$ cat src/rtl/argon_regfile_seq.sv
// Micro-sequencer that runs one rc = ra FUNC rb operation against an external register file.
// Optional condition flags output o_flags is built when ARGON_SEQ_FLAGS_EN is defined.
module argon_regfile_seq #(
   parameter int WIDTH = 16,
   parameter int IDX_W = 4
) (
   input  logic             i_Clk,
   input  logic             i_Reset_n,
   input  logic             i_op_valid,
   output logic             o_op_ready,
   input  logic [IDX_W-1:0] i_op_ra,
   input  logic [IDX_W-1:0] i_op_rb,
   input  logic [IDX_W-1:0] i_op_rc,
   input  logic [2:0]       i_op_func,
   output logic             o_done,
   output logic [WIDTH-1:0] o_result,
   output logic             o_selectLatch,
   output logic             o_outputA,
   output logic             o_outputB,
   output logic             o_latchC,
   output logic             o_bus_drive,
   output logic [WIDTH-1:0] o_bus_data,
   input  logic [WIDTH-1:0] i_bus_data,
`ifdef ARGON_SEQ_FLAGS_EN
   output logic [3:0]       o_flags,
`endif
   output logic [2:0]       o_dbg_state
);

   // Handshake: an op is accepted on a rising edge where i_op_valid and o_op_ready
   // are both high; o_op_ready is high only while idle and requests never queue.

   typedef enum logic [2:0] {
      S_IDLE = 3'd0,
      S_SEL  = 3'd1,
      S_RDA  = 3'd2,
      S_RDB  = 3'd3,
      S_CAPB = 3'd4,
      S_WR   = 3'd5
   } state_t;

   localparam logic [2:0] F_ADD = 3'd0;
   localparam logic [2:0] F_SUB = 3'd1;
   localparam logic [2:0] F_AND = 3'd2;
   localparam logic [2:0] F_OR  = 3'd3;
   localparam logic [2:0] F_XOR = 3'd4;
   localparam logic [2:0] F_SHL = 3'd5;
   localparam logic [2:0] F_SHR = 3'd6;

   state_t             state_q, state_d;
   logic [IDX_W-1:0]   ra_q, ra_d, rb_q, rb_d, rc_q, rc_d;
   logic [2:0]         func_q, func_d;
   logic [WIDTH-1:0]   opa_q, opa_d, opb_q, opb_d;
   logic [WIDTH-1:0]   result_q, result_d;
   logic               done_q, done_d;
   logic [WIDTH-1:0]   alu_res;
   logic [WIDTH-1:0]   sel_word;
`ifdef ARGON_SEQ_FLAGS_EN
   logic [3:0]         flags_q, flags_d;
   logic               c_flag, v_flag;
`endif

   // The carry/borrow/shifted-out bit falls out of a WIDTH+1 wide operation.
   always_comb begin
      alu_res = '0;
`ifdef ARGON_SEQ_FLAGS_EN
      c_flag = 1'b0;
      v_flag = 1'b0;
`endif
      case (func_q)
`ifdef ARGON_SEQ_FLAGS_EN
         F_ADD: {c_flag, alu_res} = {1'b0, opa_q} + {1'b0, opb_q};
         F_SUB: {c_flag, alu_res} = {1'b0, opa_q} - {1'b0, opb_q};
         F_SHL: {c_flag, alu_res} = {1'b0, opa_q} << opb_q[3:0];
         F_SHR: {alu_res, c_flag} = {opa_q, 1'b0} >> opb_q[3:0];
`else
         F_ADD: alu_res = opa_q + opb_q;
         F_SUB: alu_res = opa_q - opb_q;
         F_SHL: alu_res = opa_q << opb_q[3:0];
         F_SHR: alu_res = opa_q >> opb_q[3:0];
`endif
         F_AND: alu_res = opa_q & opb_q;
         F_OR:  alu_res = opa_q | opb_q;
         F_XOR: alu_res = opa_q ^ opb_q;
         default: alu_res = opa_q;
      endcase
`ifdef ARGON_SEQ_FLAGS_EN
      if (func_q == F_ADD)
         v_flag = (opa_q[WIDTH-1] == opb_q[WIDTH-1]) && (alu_res[WIDTH-1] != opa_q[WIDTH-1]);
      else if (func_q == F_SUB)
         v_flag = (opa_q[WIDTH-1] != opb_q[WIDTH-1]) && (alu_res[WIDTH-1] != opa_q[WIDTH-1]);
`endif
   end

   always_comb begin
      sel_word = '0;
      sel_word[3*IDX_W-1:0] = {rc_q, rb_q, ra_q};
   end

   always_comb begin
      state_d  = state_q;
      ra_d     = ra_q;
      rb_d     = rb_q;
      rc_d     = rc_q;
      func_d   = func_q;
      opa_d    = opa_q;
      opb_d    = opb_q;
      result_d = result_q;
      done_d   = 1'b0;
`ifdef ARGON_SEQ_FLAGS_EN
      flags_d  = flags_q;
`endif
      case (state_q)
         S_IDLE: begin
            if (i_op_valid) begin
               ra_d    = i_op_ra;
               rb_d    = i_op_rb;
               rc_d    = i_op_rc;
               func_d  = i_op_func;
               state_d = S_SEL;
            end
         end
         S_SEL:  state_d = S_RDA;
         S_RDA:  state_d = S_RDB;
         // The regfile presents A during RDB and B during CAPB.
         S_RDB: begin
            opa_d   = i_bus_data;
            state_d = S_CAPB;
         end
         S_CAPB: begin
            opb_d   = i_bus_data;
            state_d = S_WR;
         end
         S_WR: begin
            result_d = alu_res;
            done_d   = 1'b1;
`ifdef ARGON_SEQ_FLAGS_EN
            flags_d  = {(alu_res == '0), alu_res[WIDTH-1], c_flag, v_flag};
`endif
            state_d  = S_IDLE;
         end
         default: state_d = S_IDLE;
      endcase
   end

   always_ff @(posedge i_Clk or negedge i_Reset_n) begin
      if (!i_Reset_n) begin
         state_q  <= S_IDLE;
         ra_q     <= '0;
         rb_q     <= '0;
         rc_q     <= '0;
         func_q   <= '0;
         opa_q    <= '0;
         opb_q    <= '0;
         result_q <= '0;
         done_q   <= 1'b0;
`ifdef ARGON_SEQ_FLAGS_EN
         flags_q  <= '0;
`endif
      end else begin
         state_q  <= state_d;
         ra_q     <= ra_d;
         rb_q     <= rb_d;
         rc_q     <= rc_d;
         func_q   <= func_d;
         opa_q    <= opa_d;
         opb_q    <= opb_d;
         result_q <= result_d;
         done_q   <= done_d;
`ifdef ARGON_SEQ_FLAGS_EN
         flags_q  <= flags_d;
`endif
      end
   end

   // Strobes decode straight from state so an async reset kills them at once.
   always_comb begin
      o_bus_data = '0;
      if (state_q == S_SEL)
         o_bus_data = sel_word;
      else if (state_q == S_WR)
         o_bus_data = alu_res;
   end

   assign o_op_ready    = (state_q == S_IDLE);
   assign o_selectLatch = (state_q == S_SEL);
   assign o_outputA     = (state_q == S_RDA);
   assign o_outputB     = (state_q == S_RDB);
   assign o_latchC      = (state_q == S_WR);
   assign o_bus_drive   = (state_q == S_SEL) || (state_q == S_WR);
   assign o_done        = done_q;
   assign o_result      = result_q;
   assign o_dbg_state   = state_q;
`ifdef ARGON_SEQ_FLAGS_EN
   assign o_flags       = flags_q;
`endif

endmodule

$ cat config.mk
export PLATFORM = sky130hd
export DESIGN_NAME = argon_regfile_seq
export DESIGN_NICKNAME = d
export VERILOG_FILES = /design/src/rtl/argon_regfile_seq.sv
export SDC_FILE = /design/constraint.sdc
export NUM_CORES = 1
export LEC_CHECK = 0
export ABC_AREA = 1
export BUFFER_PORTS_ARGS = -buffer_cell sky130_fd_sc_hd__buf_4
export CAP_MARGIN = 20
export CORE_MARGIN = 2
export CORE_UTILIZATION = 55
export CTS_BUF_LIST = sky130_fd_sc_hd__clkbuf_4 sky130_fd_sc_hd__clkbuf_8
export CTS_CLUSTER_SIZE = 24
export DETAILED_ROUTE_END_ITERATION = 6
export PLACE_DENSITY = 0.76
export SETUP_SLACK_MARGIN = 0.5
export SYNTH_ARGS = -nofsm -noshare
export SYNTH_HDL_FRONTEND = slang
export SYNTH_SLANG_ARGS = --single-unit
$ cat constraint.sdc
create_clock -name i_Clk -period 9.08 [get_ports i_Clk]
set_input_delay 0.908 -clock i_Clk [delete_from_list [all_inputs] [get_ports i_Clk]]
set_output_delay 0.908 -clock i_Clk [all_outputs]
set_load 0.1 [all_outputs]
==> reports/qor.txt <==
Final Slew Violations -> 0
synthesis-to-layout area growth -> 13.5%
drt initial violations -> 750
crit share post-route -> 56.8%
worst endpoint data arrival time -> 4250 ps
Root Buffer -> clkbuf_8
startpoint types -> flip-flop
Die H -> 109 µm
worst hold stages -> 2
die area -> 0.0119 mm²
yosys warns -> 0
IO buf count -> 75
HPWL Detailed -> 15,400 µm
largest net degree at the start of global routing -> 68
Vias -> 6,528
Synth area leaders -> dfrtp_1 28%, nand2_1 19%, ha_1 10%
number of synthesized flops with an enable pin -> 0
design area -> 0.00689 mm²
Max clock buf depth -> 2
die span in x -> 109 µm
beginning of the critical path -> opb_q[1]$_DFFE_PN0N_
Mapped Nets -> 1,011
CTS tree -> done
# rows -> 38
post-synth cell types -> 38
worst min-delay path category -> reg -> reg
Initial Utilization -> 56.2%
cells after synthesis -> 927
DRC violation count after routing -> 0
total clock sinks -> 67
top cell type's share of synthesized area -> 27.6%
cts bufs inserted -> 9
r2r startpoint -> opb_q[1]$_DFFE_PN0N_
CP endpoint kind -> output pin
Worst R2R Path Depth -> 21
Max Cap Viol -> 0
Syn Area/Cell -> 6.55 µm²
clock skew -> 9.72 ps
HP Start -> o_result[14]$_DFFE_PN0P_
first-pass GRT wire length -> 31,300 µm
Fin. Hold Viols -> 0
status -> finished clean
ANT cells -> 0
Clock Latency Late Sink -> 350 ps
final setup fails -> 0
Slew HR -> 34.8%
dominant synthesized flop cell -> dfrtp_1
Fmax -> 194 MHz
Core ar. -> 0.0108 mm²
CP required -> 8170 ps
Sequential Area -> 0.00168 mm²
largest area contributor in the netlist -> dfrtp_1
Setup Total Neg Slack -> 0 ps
post-synthesis sequential area ratio -> 27.6%
global router's overall resource usage -> 34.8%
post-route ant nets -> 0
vias in the first global route -> 5,868
Post-Route WL -> 20,200 µm
CP Class -> reg -> out
CP Max Fanout -> 41
Placed Area -> 0.00668 mm²
layout cells sized above 1 -> 13.4%
# fillers -> 1,031
r2r endpoint -> o_result[15]$_DFFE_PN0P_
number of hold buffers added after cts -> 0
RSZ-0062 raised after global routing -> false
Post-CTS Setup Inserts -> 0
CTS resizes -> 0
Via density -> 5.78
wire per inst -> 17.8 µm
Nets -> 1,069
H-tree Lvls -> 3
Multi-input gate area -> 0.00388 mm²
ys async rst share -> 100%
FF+latch count, synth -> 67
drt first pass iters -> 5
Setup crit end -> o_bus_data[15]
GP Congestion -> 1.12
Worst-path clk slew -> 80 ps
fin crit period -> 5160 ps
Worst Tran Pin Value -> 975 ps
GRT overflow -> 0
Syn Std Cell Area -> 0.00607 mm²
I/O pins -> 76
R2R setup slack -> 5290 ps
initial antenna violation count -> 0
## cells in the mapped netlist, types with 2 or more instances
cell      instances
clkbuf_1         16
a21o_1            2
o21a_1            9
nand3b_1          8
buf_2            10
nand2_1         302
nor2_1           83
o21ai_0          36
nand4_1           9
ha_1             49
dfrtp_1          67
o211ai_1         12
nand2_2           2
o21ai_1          19
buf_1             4
nand3_1          68
nor2_2            2
mux2i_1           5
a31oi_1           2
a21oi_1          80
buf_4             4
mux2_2           12
inv_2            12
buf_6             3
nor3_1            3
or2_2             3
xor2_1           14
xnor2_1           2
inv_1            76
or2_1             5
## routing by layer
layer / part of all wire [%] / global-route usage (%)
met1: 43 / 49.8
met2: 43 / 51.6
met3: 11 / 7.77
met4: 3.1 / 11.6
met5: 0 / 0
## final cells by class
class / instances / share of cell area, %
timing repair buffer: 84 / 9.45
sequential: 67 / 24.3
clock inverter: 4 / 0.381
multi-input combinational: 735 / 56.3
clock buffer: 12 / 2.22
tap: 140 / 2.54
inverter: 88 / 4.80
## worst min-delay path by stage
stage	slack [ps]	to
finish	490	o_result[14]$_DFFE_PN0P_
global route	520	o_result[13]$_DFFE_PN0P_
CTS	490	o_result[7]$_DFFE_PN0P_
detailed placement	470	o_result[7]$_DFFE_PN0P_
global placement	470	o_result[0]$_DFFE_PN0P_
floorplan	480	ra_q[0]$_DFFE_PN0P_
## kinds of logic (layout without fill, tap and decap cells)
group / Yosys count / in the layout / synth area share [%]
compound gates: 166 / 166 / 14.9
fa+ha+maj: 50 / 50 / 10.4
simple gates: 486 / 486 / 33.1
mux: 17 / 17 / 3.05
xor+xnor: 16 / 16 / 2.31
buf+inv: 125 / 188 / 8.55
flops: 67 / 67 / 27.6
## layout by cell type, fill, tap and decap left out, drive strengths merged, types with 3 or more instances in the layout
master,n
a21oi,80
buf,84
clkbuf,12
clkinv,3
dfrtp,67
ha,49
inv,88
mux2,12
mux2i,5
nand2,304
nand3,68
nand3b,8
nand4,9
nor2,85
nor3,4
o211ai,12
o21a,9
o21ai,55
or2,8
xor2,14
## worst max-delay path, stage by stage, from the launching register on
cell	delay, ps
dfrtp_1	360
buf_4	220
inv_2	550
ha_1	290
nand3_1	110
nor2_1	160
nand3_1	100
nand2_1	140
nand2_1	120
a21oi_1	160
xor2_1	180
ha_1	290
nand2_1	130
inv_1	50
a21oi_1	190
nand2_1	70
a21oi_1	110
nand3_1	80
nand3_1	90
nand2_1	100
nand2_1	90
inv_1	50
buf_4	220
## sequential cells by signal, summed over array words and instances (netlist names)
signal,count
o_result,16
opa_q,16
opb_q,16
ra_q,4
rb_q,4
rc_q,4
func_q,3
o_dbg_state,3
o_done,1
## per-stage QoR
| step | util [%] | hold WS [ps] | worst slack (ps) | cells |
|---|---|---|---|---|
| 6_report | 63.8 | 489 | 3920 | 1130 |
| 4_1_cts | 63.6 | 488 | 3980 | 1129 |
| 5_1_grt | 63.8 | 517 | 3580 | 1130 |
| 3_3_place_gp | 61.9 | 466 | 4510 | 1113 |
| 3_5_place_dp | 61.9 | 469 | 4380 | 1113 |
| 2_1_floorplan | - | 480 | 4270 | 927 |
Power is not shown: default switching activity piles up to over one toggle a cycle in this logic, so the estimate is an artifact.
